===== src/rtl/dsp_seq_pkg.sv =====
// Shared FSM encoding, default widths and overflow helper for the sequential dot-product block.
package dsp_seq_pkg;

  typedef enum logic [1:0] {
    S_IDLE  = 2'd0,
    S_ACCUM = 2'd1,
    S_DRAIN = 2'd2,
    S_HOLD  = 2'd3
  } state_t;

  localparam int DEF_A_WIDTH   = 18;
  localparam int DEF_B_WIDTH   = 18;
  localparam int DEF_ACC_WIDTH = 48;
  localparam int DEF_LEN_WIDTH = 8;

  // Two's-complement add overflow: operands agree in sign, sum disagrees.
  function automatic logic add_overflow(input logic sign_x, input logic sign_y, input logic sign_sum);
    return (sign_x == sign_y) && (sign_sum != sign_x);
  endfunction

endpackage


===== src/rtl/mac_datapath.sv =====
// Signed multiplier, optional product register and wrapping accumulator with sticky overflow.
module mac_datapath
  import dsp_seq_pkg::*;
#(
  parameter int A_WIDTH   = DEF_A_WIDTH,
  parameter int B_WIDTH   = DEF_B_WIDTH,
  parameter int ACC_WIDTH = DEF_ACC_WIDTH,
  parameter int MREG      = 1
) (
  input  logic                        clk,
  input  logic                        rst,
  input  logic                        i_clear,
  input  logic                        i_en,
  input  logic signed [A_WIDTH-1:0]   i_a,
  input  logic signed [B_WIDTH-1:0]   i_b,
  output logic signed [ACC_WIDTH-1:0] o_acc,
  output logic                        o_ovf
);
  localparam int P_WIDTH = A_WIDTH + B_WIDTH;

  logic signed [P_WIDTH-1:0]   w_prod;
  logic signed [ACC_WIDTH-1:0] w_add_val;
  logic                        w_add_en;
  logic signed [ACC_WIDTH-1:0] w_sum;
  logic signed [ACC_WIDTH-1:0] r_acc;
  logic                        r_ovf;

  assign w_prod = P_WIDTH'(i_a) * P_WIDTH'(i_b);

  generate
    if (MREG != 0) begin : g_mreg
      logic signed [P_WIDTH-1:0] r_prod;
      logic                      r_pvalid;

      always_ff @(posedge clk or posedge rst) begin
        if (rst) begin
          r_prod   <= '0;
          r_pvalid <= 1'b0;
        end else if (i_clear) begin
          r_prod   <= '0;
          r_pvalid <= 1'b0;
        end else begin
          r_pvalid <= i_en;
          if (i_en) r_prod <= w_prod;
        end
      end

      assign w_add_val = ACC_WIDTH'(r_prod);
      assign w_add_en  = r_pvalid;
    end else begin : g_nomreg
      assign w_add_val = ACC_WIDTH'(w_prod);
      assign w_add_en  = i_en;
    end
  endgenerate

  assign w_sum = r_acc + w_add_val;

  always_ff @(posedge clk or posedge rst) begin
    if (rst) begin
      r_acc <= '0;
      r_ovf <= 1'b0;
    end else if (i_clear) begin
      r_acc <= '0;
      r_ovf <= 1'b0;
    end else if (w_add_en) begin
      r_acc <= w_sum;
      if (add_overflow(r_acc[ACC_WIDTH-1], w_add_val[ACC_WIDTH-1], w_sum[ACC_WIDTH-1]))
        r_ovf <= 1'b1;
    end
  end

  assign o_acc = r_acc;
  assign o_ovf = r_ovf;

endmodule


===== src/rtl/dot_product_seq.sv =====
// Sequential signed dot product: counts len samples through the MAC, then holds the result.
module dot_product_seq
  import dsp_seq_pkg::*;
#(
  parameter int A_WIDTH   = DEF_A_WIDTH,
  parameter int B_WIDTH   = DEF_B_WIDTH,
  parameter int ACC_WIDTH = DEF_ACC_WIDTH,
  parameter int LEN_WIDTH = DEF_LEN_WIDTH,
  parameter int MREG      = 1
) (
  input  logic                        clk,
  input  logic                        rst,
  input  logic                        i_start,
  input  logic [LEN_WIDTH-1:0]        i_len,
  output logic                        o_busy,
  input  logic                        i_in_valid,
  output logic                        o_in_ready,
  input  logic signed [A_WIDTH-1:0]   i_a,
  input  logic signed [B_WIDTH-1:0]   i_b,
  output logic                        o_out_valid,
  input  logic                        i_out_ready,
  output logic signed [ACC_WIDTH-1:0] o_result,
  output logic                        o_overflow
);
  state_t               r_state;
  state_t               w_next;
  logic [LEN_WIDTH-1:0] r_count;
  logic                 w_xfer;
  logic                 w_clear;

  always_ff @(posedge clk or posedge rst) begin
    if (rst) begin
      r_state <= S_IDLE;
      r_count <= '0;
    end else begin
      r_state <= w_next;
      if (r_state == S_IDLE && i_start)
        r_count <= i_len;
      else if (w_xfer)
        r_count <= r_count - LEN_WIDTH'(1);
    end
  end

  always_comb begin
    w_next      = r_state;
    o_in_ready  = 1'b0;
    o_out_valid = 1'b0;
    o_busy      = (r_state != S_IDLE);
    w_clear     = 1'b0;
    w_xfer      = 1'b0;
    case (r_state)
      S_IDLE: begin
        if (i_start) begin
          w_clear = 1'b1;
          w_next  = (i_len != '0) ? S_ACCUM : S_HOLD;
        end
      end
      S_ACCUM: begin
        o_in_ready = 1'b1;
        w_xfer     = i_in_valid;
        if (i_in_valid && r_count == LEN_WIDTH'(1))
          w_next = (MREG != 0) ? S_DRAIN : S_HOLD;
      end
      S_DRAIN: w_next = S_HOLD;
      S_HOLD: begin
        o_out_valid = 1'b1;
        if (i_out_ready) w_next = S_IDLE;
      end
      default: w_next = S_IDLE;
    endcase
  end

  mac_datapath #(
    .A_WIDTH  (A_WIDTH),
    .B_WIDTH  (B_WIDTH),
    .ACC_WIDTH(ACC_WIDTH),
    .MREG     (MREG)
  ) u_mac (
    .clk    (clk),
    .rst    (rst),
    .i_clear(w_clear),
    .i_en   (w_xfer),
    .i_a    (i_a),
    .i_b    (i_b),
    .o_acc  (o_result),
    .o_ovf  (o_overflow)
  );

endmodule


===== config.mk =====
export PLATFORM = sky130hd
export DESIGN_NAME = dot_product_seq
export DESIGN_NICKNAME = d
export VERILOG_FILES = /design/src/rtl/dsp_seq_pkg.sv /design/src/rtl/mac_datapath.sv /design/src/rtl/dot_product_seq.sv
export SDC_FILE = /design/constraint.sdc
export NUM_CORES = 1
export LEC_CHECK = 0
export ABC_AREA = 0
export BUFFER_PORTS_ARGS = -buffer_cell sky130_fd_sc_hd__buf_2
export CORE_MARGIN = 4
export CORE_UTILIZATION = 65
export CTS_CLUSTER_DIAMETER = 40
export DETAILED_ROUTE_END_ITERATION = 12
export PLACE_DENSITY = 0.84
export RECOVER_POWER = 50
export SLEW_MARGIN = 5
export SYNTH_ARGS = -nofsm -noshare
export SYNTH_HDL_FRONTEND = slang
export SYNTH_HIERARCHICAL = 1
export SYNTH_SLANG_ARGS = --single-unit

===== constraint.sdc =====
create_clock -name clk -period 7.1 [get_ports clk]
set_input_delay 0 -clock clk [delete_from_list [all_inputs] [get_ports clk]]
set_output_delay 0 -clock clk [all_outputs]
set_load 0.01 [all_outputs]

**Word level (Yosys, flattened, before mapping)**

Cells that the tools add are included.

- Register bits after elaboration: 96
- Input port bits: 49
- Output and inout bits: 52
- Word-level logic and storage cells: 50

- $add $sub $neg: 2
- Multipliers: 1
- Eq/ne operators: 9
- Multiplexer cells: 20
- Reductions and logical operators: 12

Operators with widths:

| kind | count |
|---|---|
| $mux 48 | 2 |
| $mux 36 | 2 |
| $add 48x36->48 | 1 |
| $mul 18x18->36 | 1 |
| $mux 8 | 2 |
| $reduce_bool 2->1 | 5 |
| $mux 1 | 9 |
| $eq 8x1->1 const B | 1 |
| $mux 2 | 4 |
| $pmux 2 s4 | 1 |
| $reduce_bool 8->1 | 1 |
| $sub 8x1->8 const B | 1 |
| $ne 2x2->1 const B | 3 |
| $eq 2x2->1 const B | 2 |
| $logic_and 1x1->1 | 3 |
| $reduce_and 3->1 | 1 |
| $eq 2x1->1 const B | 1 |
| $logic_not 2->1 | 1 |
| $reduce_and 2->1 | 1 |
| $eq 1x1->1 | 1 |
| $ne 1x1->1 | 1 |

**Logic depth before layout (Yosys ltp)**

Gate-level depths: netlist (run 1).

- Depth after elaboration: 6
- Gate-level depth with buffers: 27

**Cells and area by module**

The synthesis (run 1) kept the hierarchy.

Modules (own cells, without submodules):

| module | instances | cells each | area each (µm²) | sequential area each (µm²) |
|---|---|---|---|---|
| mac_datapath | 1 | 1923 | 17828.3 | 2152.1 |
| dot_product_seq | 1 | 75 | 668.1 | 250.2 |

**Worst setup path before layout (run 1)**

OpenSTA, ideal clock, no wires.

- Path kind: in2reg
- Start point: input i_a[17]
- End point: register u_mac.g_mreg.r_prod[35]
- Data arrival time: 5.937 ns
- Data required time: 7.013 ns
- Path slack: 1.077 ns
- Stages: 27
- Buffers on the path: 2
- Cells stage by stage: clkbuf_1 clkbuf_1 nand2_1 inv_1 fa_1 inv_1 fa_1 inv_1 ha_1 inv_1 fa_1 inv_1 fa_1 inv_1 fa_1 inv_1 ha_1 and3_1 nand4_1 o211ai_2 a41oi_2 o211ai_2 o41ai_4 o221ai_2 a21oi_2 xnor2_1 a211oi_2

- Longest elaborated chain between the ends: 3

Ends and longest elaborated chain:

| item | line | source |
|---|---|---|
| start: declaration | dot_product_seq.sv:18 | `input logic signed [A_WIDTH-1:0] i_a,` |
| $mul 18x18->36 | mac_datapath.sv:28 | `assign w_prod = P_WIDTH'(i_a) * P_WIDTH'(i_b);` |
| $mux 36 | mac_datapath.sv:44 | `if (i_en) r_prod <= w_prod;` |
| $mux 36 | mac_datapath.sv:39 | `end else if (i_clear) begin` |
| end signal: assignment | mac_datapath.sv:44 |  |
| end: declaration | mac_datapath.sv:32 | `logic signed [P_WIDTH-1:0] r_prod;` |

Every way passes these cells. The select of a mux whose other input is x is not followed.
A chain may end at the register's enable or synchronous reset.

**Worst setup path after layout (run 1)**

- Start point: input i_b[0]
- End point: register u_mac.g_mreg.r_prod[30]

- Longest elaborated chain between the ends: 3

Ends and longest elaborated chain:

| item | line | source |
|---|---|---|
| start: declaration | dot_product_seq.sv:19 | `input logic signed [B_WIDTH-1:0] i_b,` |
| $mul 18x18->36 | mac_datapath.sv:28 |  |
| $mux 36 | mac_datapath.sv:44 |  |
| $mux 36 | mac_datapath.sv:39 |  |

Every way passes these cells. The select of a mux whose other input is x is not followed.

==> results of run 1 <==
## layout make-up
type                            count  area (µm²)
Antenna cell                        2        5.00
Tap cell                          378         473
Clock buffer                       10         229
Sequential cell                    96        2400
Timing Repair Buffer              113         551
Multi-Input combinational cell   1440       14400
Clock inverter                      6         133
Inverter                          390        1470
Fill cell                        2093        8320
## cells by family after synthesis
family | Yosys count
muxes | 63
DFF | 96
and+or+nand+nor | 578
buffers and inverters | 462
AOI/OAI and AO/OA | 239
adders and majority gates | 477
xor gates and xnor gates | 83
## per-layer routing
metal / vias up / part of all wire, % / GRT usage (%)
met5: - / 0.026 / 0
met4: 2 / 3.9 / 10.0
met3: 136 / 4.9 / 4.14
li1: 6344 / - / -
met2: 455 / 52 / 50.5
met1: 7033 / 39 / 35.0
## sequential cells by signal (all words and copies together), names as in the netlist
register,flops
r_count,8
u_mac/o_acc,48
u_mac/g_mreg.r_prod,36
r_state,2
u_mac/g_mreg.r_pvalid,1
u_mac/o_ovf,1
## worst reg2reg max path: stages, from the launching register on
cell       delay (ns)
dfrtp_1          0.42
ha_1             0.25
fa_1             0.47
a211oi_2         0.30
o21ai_2          0.14
a2111oi_4        0.41
nor3_2           0.15
o211ai_1         0.24
o211ai_1         0.23
a221oi_2         0.45
o21ai_1          0.12
xor2_1           0.15
a22o_1           0.18
## worst min path at each step
stage | startpoint | to | slack, ns | cells past startpoint
after CTS | i_out_ready | r_state[1]$_DFFE_PP0P_ | 0.008 | 3
after floorplan | rst | r_count[0]$_DFFE_PP0P_ | -0.16 | 1
after global placement | rst | r_count[3]$_DFFE_PP0P_ | 0.02 | 2
final | i_out_ready | r_state[1]$_DFFE_PP0P_ | 0.02 | 3
after global routing | i_out_ready | r_state[0]$_DFFE_PP0P_ | 0.03 | 3
after detailed placement | rst | r_count[6]$_DFFE_PP0P_ | 0.03 | 2
## placed cells by master (no fill, tap or decap), types with 6 or more instances in the layout
cell type	instances
a211oi_1	10
nor3_1	13
nand4_1	10
o21bai_1	14
mux2i_1	63
a21oi_1	63
o21ai_0	39
buf_2	47
a22o_1	6
fa_1	330
clkbuf_16	9
a31oi_1	8
nand2b_1	14
clkbuf_1	55
xnor2_1	59
nand3_1	12
and3_1	8
a21o_1	27
dlygate4sd3_1	9
o211ai_1	7
nand2_1	186
dfrtp_1	95
and2_1	164
nor2_1	135
o21a_1	9
xor2_1	24
ha_1	147
inv_1	387
## timing repair
item	CTS	global route
hold buffers	9	0
gates resized for setup	0	0
hold endpoints to repair	18	0
## stage by stage
| stage | setup slack [ns] | instance area [µm²] |
|---|---|---|
| 6_report | 0.990 | 19600 |
| 5_1_grt | 0.630 | 19600 |
| 4_1_cts | 0.981 | 19700 |
| 3_5_place_dp | 0.625 | 19200 |
| 3_3_place_gp | 0.830 | 19200 |
| 2_1_floorplan | 1.08 | 18500 |
==> flow_summary_export.csv, run 1 <==
group,metric,value,unit
cells_and_area,post-route-util,70.2,%
routing,drc_errors,0,
synth,synthTopCellsByArea,"fa_1 (36%), dfrtp_1 (13%), ha_1 (9.9%)",
synth,synth_top_family_by_area,"adder cells",
setup_path,critPathMaxFanout,18,
synth,ys_ff_latch,96,
setup_path,critPathBufInv,8,
floorplanning,num_io_pins,101,
placed_design,placedCellCount,2408,
setup_path,cp-end-kind,"flop",
setup_path,crit_top_cell,"inv_1",
global_route,overflow,0,
sta,hold_viol_final,0,
synth,synth_top_area_share,35.7,%
clock_tree,cts_setup_buffers,0,
cells_and_area,final_nets,2576,
synth,yosys.area_share.simple,15.3,%
floorplanning,floorplan.die.height,177,µm
setup_path,crit_path_start_kind,"input pin",
global_route,grt_pass1_wl,71900,µm
global_route,antenna_found_initial,3,
clock_tree,clock-sinks,96,
clock_tree,cts_tree,"yes",
setup_path,cp-endpoint,"u_mac/g_mreg.r_prod[30]$_DFFE_PP0P_",
synth,synth_enable_flop_cells,0,
clock_tree,clk_pin_slew_worst_paths,0.07,ns
floorplanning,num_rows,61,
setup_path,cp-startpoint,"i_b[0]",
clock_tree,cts_root_buf,"clkbuf_16",
routing,drtPass1Iterations,6,
sta,rsz0062_at_grt,"false",
setup_path,slowest_stage,"or4b_2",
global_route,grt_start_max_net_pins,87,
routing,wl_per_cell,17.4,µm
placed_design,gp_congestion,0.900,
clock_tree,clk_latency,0.35,ns
setup_path,crit_type,"input pin to flop",
sta,relSlewSlack,-210,%
routing,vias,14000,
sta,period_share,86.1,%
setup_path,slowest_delay,0.62,ns
synth,synth_flop_cell,"dfrtp_1",
routing,drt_wl_total,42300,µm
setup_path,ff2ff_setup_slack,3.48,ns
placed_design,port_buffers,100,
setup_path,r2r-start,"u_mac/g_mreg.r_prod[0]$_DFFE_PP0P_",
clock_tree,cts-buffers-inserted,9,
synth,synth_compound_area_share,9.27,%
setup_path,cp.depth,24,
synth,synth_fa_ha_area_share,45.7,%
global_route,grt_util_all_layers,28.2,%
setup_path,worstPathRequired,7.31,ns
synth,yosysSeqAreaShare,13.0,%
placed_design,dpl.hpwl,33400,µm
sta,worst_slew_pin_slew,4.65,ns
synth,synth_area,18500,µm²
synth,synth_mux_area_share,3.41,%
sta,fin_tns_setup,0,ns
routing,drtIter0Drc,917,
setup_path,cp_cell_sequence,"buf_2 -> nand2_1 -> inv_1 -> fa_1 -> inv_1 -> fa_1 -> inv_1 -> ha_1 -> inv_1 -> fa_1 -> inv_1 -> fa_1 -> inv_1 -> fa_1 -> inv_1 -> ha_1 -> and3_1 -> nand4_1 -> o211ai_2 -> a31o_2 -> a41o_1 -> a31oi_1 -> or4b_2 -> o311ai_0",
setup_path,r2r_cells,12,
sta,fin_hold_ws,0.0177,ns
synth,synthMostInstantiatedCell,"inv_1",
synth,synth_common_cells,"inv_1 (390), fa_1 (330), nand2_1 (186)",
floorplanning,start_util,66.2,%
sta,worst_clock_skew,0.0112,ns
cells_and_area,drive_gt1_share,5.01,%
cells_and_area,fin_cells,2435,
hold_path,hold_path.class,"input pin to flop",
outcome,violations,"capacitance limit, slew limit",
setup_path,arrival,6.32,ns
sta,finalSetupViolations,0,
routing,viasPerCell,5.74,
synth,synth_top_area_cell,"fa_1",
synth,synth_xor_xnor_area_share,3.93,%
setup_path,path_delay_family,"adder cells",
synth,yosysWarnings,6,
synth,netlist_instances,1998,
floorplanning,die_w,177,µm
synth,synth_cell_type_count,74,
floorplanning,dieArea,31200,µm²
clock_tree,htree_levels,3,
sta,finalMaxSlewViolations,87,
job,cap_viol_max_count,1,
synth,syn_area_per_cell,9.26,µm²
outcome,status,"finished, violations left",
routing,antenna_left,0,
clock_tree,clockBufferDepth,2,
synth,synth-async-reset-ratio,100,%
cells_and_area,area_growth,6.05,%
sta,min_period,6.11,ns
setup_path,reg2reg_to,"u_mac/o_acc[46]$_DFFE_PP0P_",
sta,fmax,164,MHz
floorplanning,core-area,27900,µm²
global_route,grt_pass1_vias,15300,
synth,syn_nets,2524,
Power of run 1 is left out: the tool's default activity adds up to more than one toggle a clock period on the data nets, which glitch-free logic cannot reach.
==> run 2: changes to the inputs <==
CAP_MARGIN = 20   (was default)
clock period = 6.16 ns   (was 7.1 ns; I/O delays follow)
==> flow_summary_export.csv, run 2 (synthesis results as in run 1) <==
group,metric,value,unit
outcome,status,"finished, violations left",
outcome,violations,"capacitance limit, slew limit",
global_route,overflow,0,
global_route,antenna_found_initial,1,
routing,drtPass1Iterations,6,
clock_tree,cts_tree,"yes",
routing,wirelength_met1,16500,µm
job,cap_viol_max_count,1,
cells_and_area,largest_reg_flops,48,
floorplanning,die_w,177,µm
floorplanning,num_io_pins,101,
setup_path,arrival,6.11,ns
cells_and_area,stdcell_area,19800,µm²
routing,drt_wl_total,43100,µm
sta,finalMaxSlewViolations,63,
routing,drc_errors,0,
routing,vias,14200,
placed_design,gp_congestion,0.897,
floorplanning,core-area,27900,µm²
clock_tree,clk_pin_slew_worst_paths,0.07,ns
floorplanning,dieArea,31200,µm²
hold_path,min_from,"i_out_ready",
placed_design,place_ws,-0.0435,ns
clock_tree,cts_root_buf,"clkbuf_16",
sta,fmax,169,MHz
sta,min_period,5.93,ns
setup_path,critPathMaxFanout,18,
clock_tree,clock-sinks,96,
sta,period_share,96.2,%
floorplanning,num_rows,61,
sta,relSlewSlack,-129,%
clock_tree,clk_latency,0.35,ns
routing,viasPerCell,5.77,
sta,hold_viol_final,0,
routing,wl_met3,2320,µm
setup_path,cp-startpoint,"i_b[9]",
setup_path,r2r-start,"u_mac/o_acc[0]$_DFFE_PP0P_",
floorplanning,start_util,66.2,%
cells_and_area,final_nets,2596,
floorplanning,floorplan.die.height,177,µm
hold_path,hold_path.class,"input pin to flop",
placed_design,port_buffers,100,
cells_and_area,drive_gt1_share,6.22,%
global_route,grt_pass1_wl,72300,µm
setup_path,worstPathRequired,6.34,ns
routing,drtIter0Drc,1142,
global_route,grt_util_all_layers,28.4,%
clock_tree,cts-buffers-inserted,9,
sta,worst_slew_pin_slew,3.44,ns
setup_path,cp-end-kind,"flop",
cells_and_area,post-route-util,70.7,%
sta,setup_ws,0.234,ns
setup_path,crit_type,"input pin to flop",
routing,met2_length,22600,µm
cells_and_area,area_growth,6.78,%
clock_tree,htree_levels,3,
global_route,grt_start_max_net_pins,87,
global_route,grt_pass1_vias,15200,
routing,antenna_left,0,
clock_tree,clockBufferDepth,2,
sta,worst_clock_skew,0.00697,ns
placed_design,post_dp_cell_area,19400,µm²
setup_path,crit_path_start_kind,"input pin",
routing,wl_per_cell,17.5,µm
sta,fin_hold_ws,0.0312,ns
cells_and_area,layout_commonest_cell,"inv_1",
placed_design,dpl.hpwl,34600,µm
cells_and_area,final_cell_mix,"inv_1 (385), fa_1 (330), nand2_1 (186), and2_1 (164), ha_1 (146)",
sta,finalSetupViolations,0,
routing,top_layer,"met4",
==> run 2: stage by stage <==
stage	setup TNS, ns	instances
after floorplan	0	1998
after global placement	0	2426
after detailed placement	-0.0571	2426
after CTS	0	2451
after global routing	-0.0151	2454
final	0	2454
==> run 2: what timing repair did <==
action | in CTS | in global routing
buffers inserted | 0 | 1
resized for setup | 0 | 8
endpoints found under the setup margin | 0 | 1
hold buffers | 9 | 0
hold endpoints to repair | 18 | 0
==> run 2: layer usage <==
| layer | track usage (%) | up-vias |
|---|---|---|
| met2 | 50.9 | 523 |
| met5 | 0 | - |
| li1 | - | 6381 |
| met3 | 4.23 | 136 |
| met4 | 9.99 | 0 |
| met1 | 35.3 | 7114 |
==> run 2: worst paths after layout <==
check	end	slack, ns	depth (start not counted)
max	u_mac/g_mreg.r_prod[35]$_DFFE_PP0P_	0.23	22
min	r_state[1]$_DFFE_PP0P_	0.03	3
max reg2reg	u_mac/o_acc[46]$_DFFE_PP0P_	2.48	12
min reg2reg	u_mac/g_mreg.r_prod[32]$_DFFE_PP0P_	0.53	2
max in group asynchronous	u_mac/g_mreg.r_prod[24]$_DFFE_PP0P_	1.64	5
min in group asynchronous	r_count[2]$_DFFE_PP0P_	0.19	3
==> run 2: worst max-delay path, stage by stage <==
cell      delay [ns]
buf_2           0.33
nand2_1         0.14
fa_1            0.57
inv_1           0.06
fa_1            0.48
fa_1            0.59
fa_1            0.44
fa_1            0.50
inv_1           0.05
fa_1            0.47
inv_1           0.04
ha_1            0.33
and3_1          0.24
a221oi_4        0.30
o211ai_2        0.14
a41oi_2         0.26
o211ai_2        0.16
o41ai_4         0.46
o221ai_2        0.15
a21oi_2         0.16
xnor2_1         0.14
a211oi_2        0.09
==> run 2: cell type report <==
type | instances | area [µm²]
repair buffers | 133 | 708
inverters | 390 | 1470
diodes | 1 | 2.50
well taps | 378 | 473
fillers | 2136 | 8180
clock inverters | 5 | 80.1
multi-input cells | 1440 | 14400
clock buffers | 11 | 243
flip-flops and latches | 96 | 2400
Power of run 2 is left out for the same reason.
==> run 3: changes to the inputs <==
CORE_MARGIN = 3   (was 4)
GPL_TIMING_DRIVEN = 1   (was default)
clock period = 6.9 ns   (was 6.16 ns; I/O delays follow)
==> flow_summary_export.csv, run 3 (synthesis results as in run 1) <==
group,metric,value,unit
outcome,status,"finished, violations left",
outcome,violations,"capacitance limit, slew limit",
placed_design,gp_congestion,0.908,
cells_and_area,drive_gt1_share,5.20,%
floorplanning,dieArea,30500,µm²
setup_path,cp-end-kind,"flop",
sta,relSlewSlack,-128,%
global_route,grt_start_max_net_pins,87,
global_route,grt_pass1_vias,15000,
routing,viasPerCell,5.70,
clock_tree,clk_latency,0.35,ns
clock_tree,cts_root_buf,"clkbuf_16",
setup_path,arrival,6.23,ns
sta,hold_viol_final,0,
setup_path,slowest_delay,0.61,ns
floorplanning,num_io_pins,101,
setup_path,slowest_stage,"fa_1",
cells_and_area,final_nets,2577,
setup_path,crit_path_start_kind,"input pin",
global_route,overflow,0,
sta,fmax,166,MHz
setup_path,crit_top_cell,"inv_1",
cells_and_area,largest_reg_flops,48,
routing,vias,13900,
clock_tree,cts_tree,"yes",
clock_tree,htree_levels,3,
clock_tree,clock-sinks,96,
routing,top_layer,"met4",
routing,drt_wl_total,41900,µm
hold_path,min_from,"i_out_ready",
clock_tree,clockBufferDepth,2,
floorplanning,die_w,175,µm
floorplanning,floorplan.die.height,175,µm
clock_tree,clk_pin_slew_worst_paths,0.07,ns
routing,drc_errors,0,
clock_tree,cts_resized,0,
sta,fin_tns_setup,0,ns
sta,worst_clock_skew,0.00678,ns
routing,met2_length,21900,µm
floorplanning,num_rows,61,
routing,drtIter0Drc,834,
sta,min_period,6.04,ns
setup_path,critPathMaxFanout,18,
setup_path,crit_type,"input pin to flop",
global_route,grt_pass1_wl,70400,µm
placed_design,dpl.hpwl,33100,µm
cells_and_area,final_cell_mix,"inv_1 (387), fa_1 (330), nand2_1 (186), and2_1 (164), ha_1 (147)",
setup_path,worstPathRequired,7.09,ns
setup_path,r2r-start,"u_mac/o_acc[23]$_DFFE_PP0P_",
sta,worst_slew_pin_slew,3.42,ns
global_route,grt_util_all_layers,28.1,%
cells_and_area,area_growth,5.79,%
clock_tree,cts-buffers-inserted,9,
routing,wl_met3,2030,µm
setup_path,cp-startpoint,"i_b[0]",
hold_path,hold_path.class,"input pin to flop",
placed_design,port_buffers,100,
cells_and_area,layout_commonest_cell,"inv_1",
sta,period_share,87.6,%
clock_tree,cts_setup_buffers,0,
routing,wl_per_cell,17.2,µm
sta,finalSetupViolations,0,
sta,rsz0062_at_grt,"false",
sta,setup_ws,0.858,ns
routing,wirelength_met1,16700,µm
placed_design,place_ws,0.476,ns
job,cap_viol_max_count,1,
sta,finalMaxSlewViolations,64,
floorplanning,core-area,27900,µm²
routing,drtPass1Iterations,5,
floorplanning,start_util,66.2,%
routing,antenna_left,0,
global_route,antenna_found_initial,1,
-- run 3: cell types whose count changed in the layout (fill, tap and decap cells not counted), sizes merged --
cell	before	now
inv	389	391
clkbuf	66	62
buf	69	54
clkinvlp	3	2
bufinv	2	1
-- run 3: final cells by class --
class,count,area (µm²)
Multi-Input combinational cell,1440,14400
Antenna cell,1,2.50
Inverter,390,1470
Clock buffer,11,243
Fill cell,2154,8370
Timing Repair Buffer,114,559
Clock inverter,5,63.8
Sequential cell,96,2400
Tap cell,378,473
-- run 3: routing by layer --
metal	GRT usage (%)	up-vias
met4	8.18	0
met2	50.5	441
met3	4.09	93
met1	35.6	7003
met5	0	-
li1	-	6336
-- run 3: worst paths after layout --
kind	end	slack, ns	depth (start not counted)
setup / recovery	u_mac/g_mreg.r_prod[35]$_DFFE_PP0P_	0.86	26
hold / removal	r_state[0]$_DFFE_PP0P_	0.02	3
setup reg to reg	u_mac/o_acc[46]$_DFFE_PP0P_	3.29	11
hold reg to reg	u_mac/g_mreg.r_prod[34]$_DFFE_PP0P_	0.53	2
max in group asynchronous	u_mac/o_acc[8]$_DFFE_PP0P_	2.37	5
min in group asynchronous	r_count[7]$_DFFE_PP0P_	0.21	3
-- run 3: timing repair --
action,CTS,global route
endpoints found under the hold margin,18,0
setup endpoints to repair,0,0
hold buffers,9,0
-- run 3: worst max-delay path, delay by kind of cell --
family / cells / cell delay (ns)
compound gates: 7 / 1.22
xor+xnor: 1 / 0.14
fa+ha+maj: 7 / 3.46
buf+inv: 8 / 0.89
simple gates: 3 / 0.49
-- run 3: metrics by stage --
step	std cells	util [%]	cell area, µm²	hold slack (ns)
floorplan	1998	-	18500	-0.160
global placement	2408	68.8	19200	0.0163
detailed placement	2408	68.8	19200	0.0309
CTS	2433	70.3	19600	0.00814
global route	2435	70.0	19600	0.0105
finish	2435	70.0	19600	0.0166
Power of run 3 is left out for the same reason.
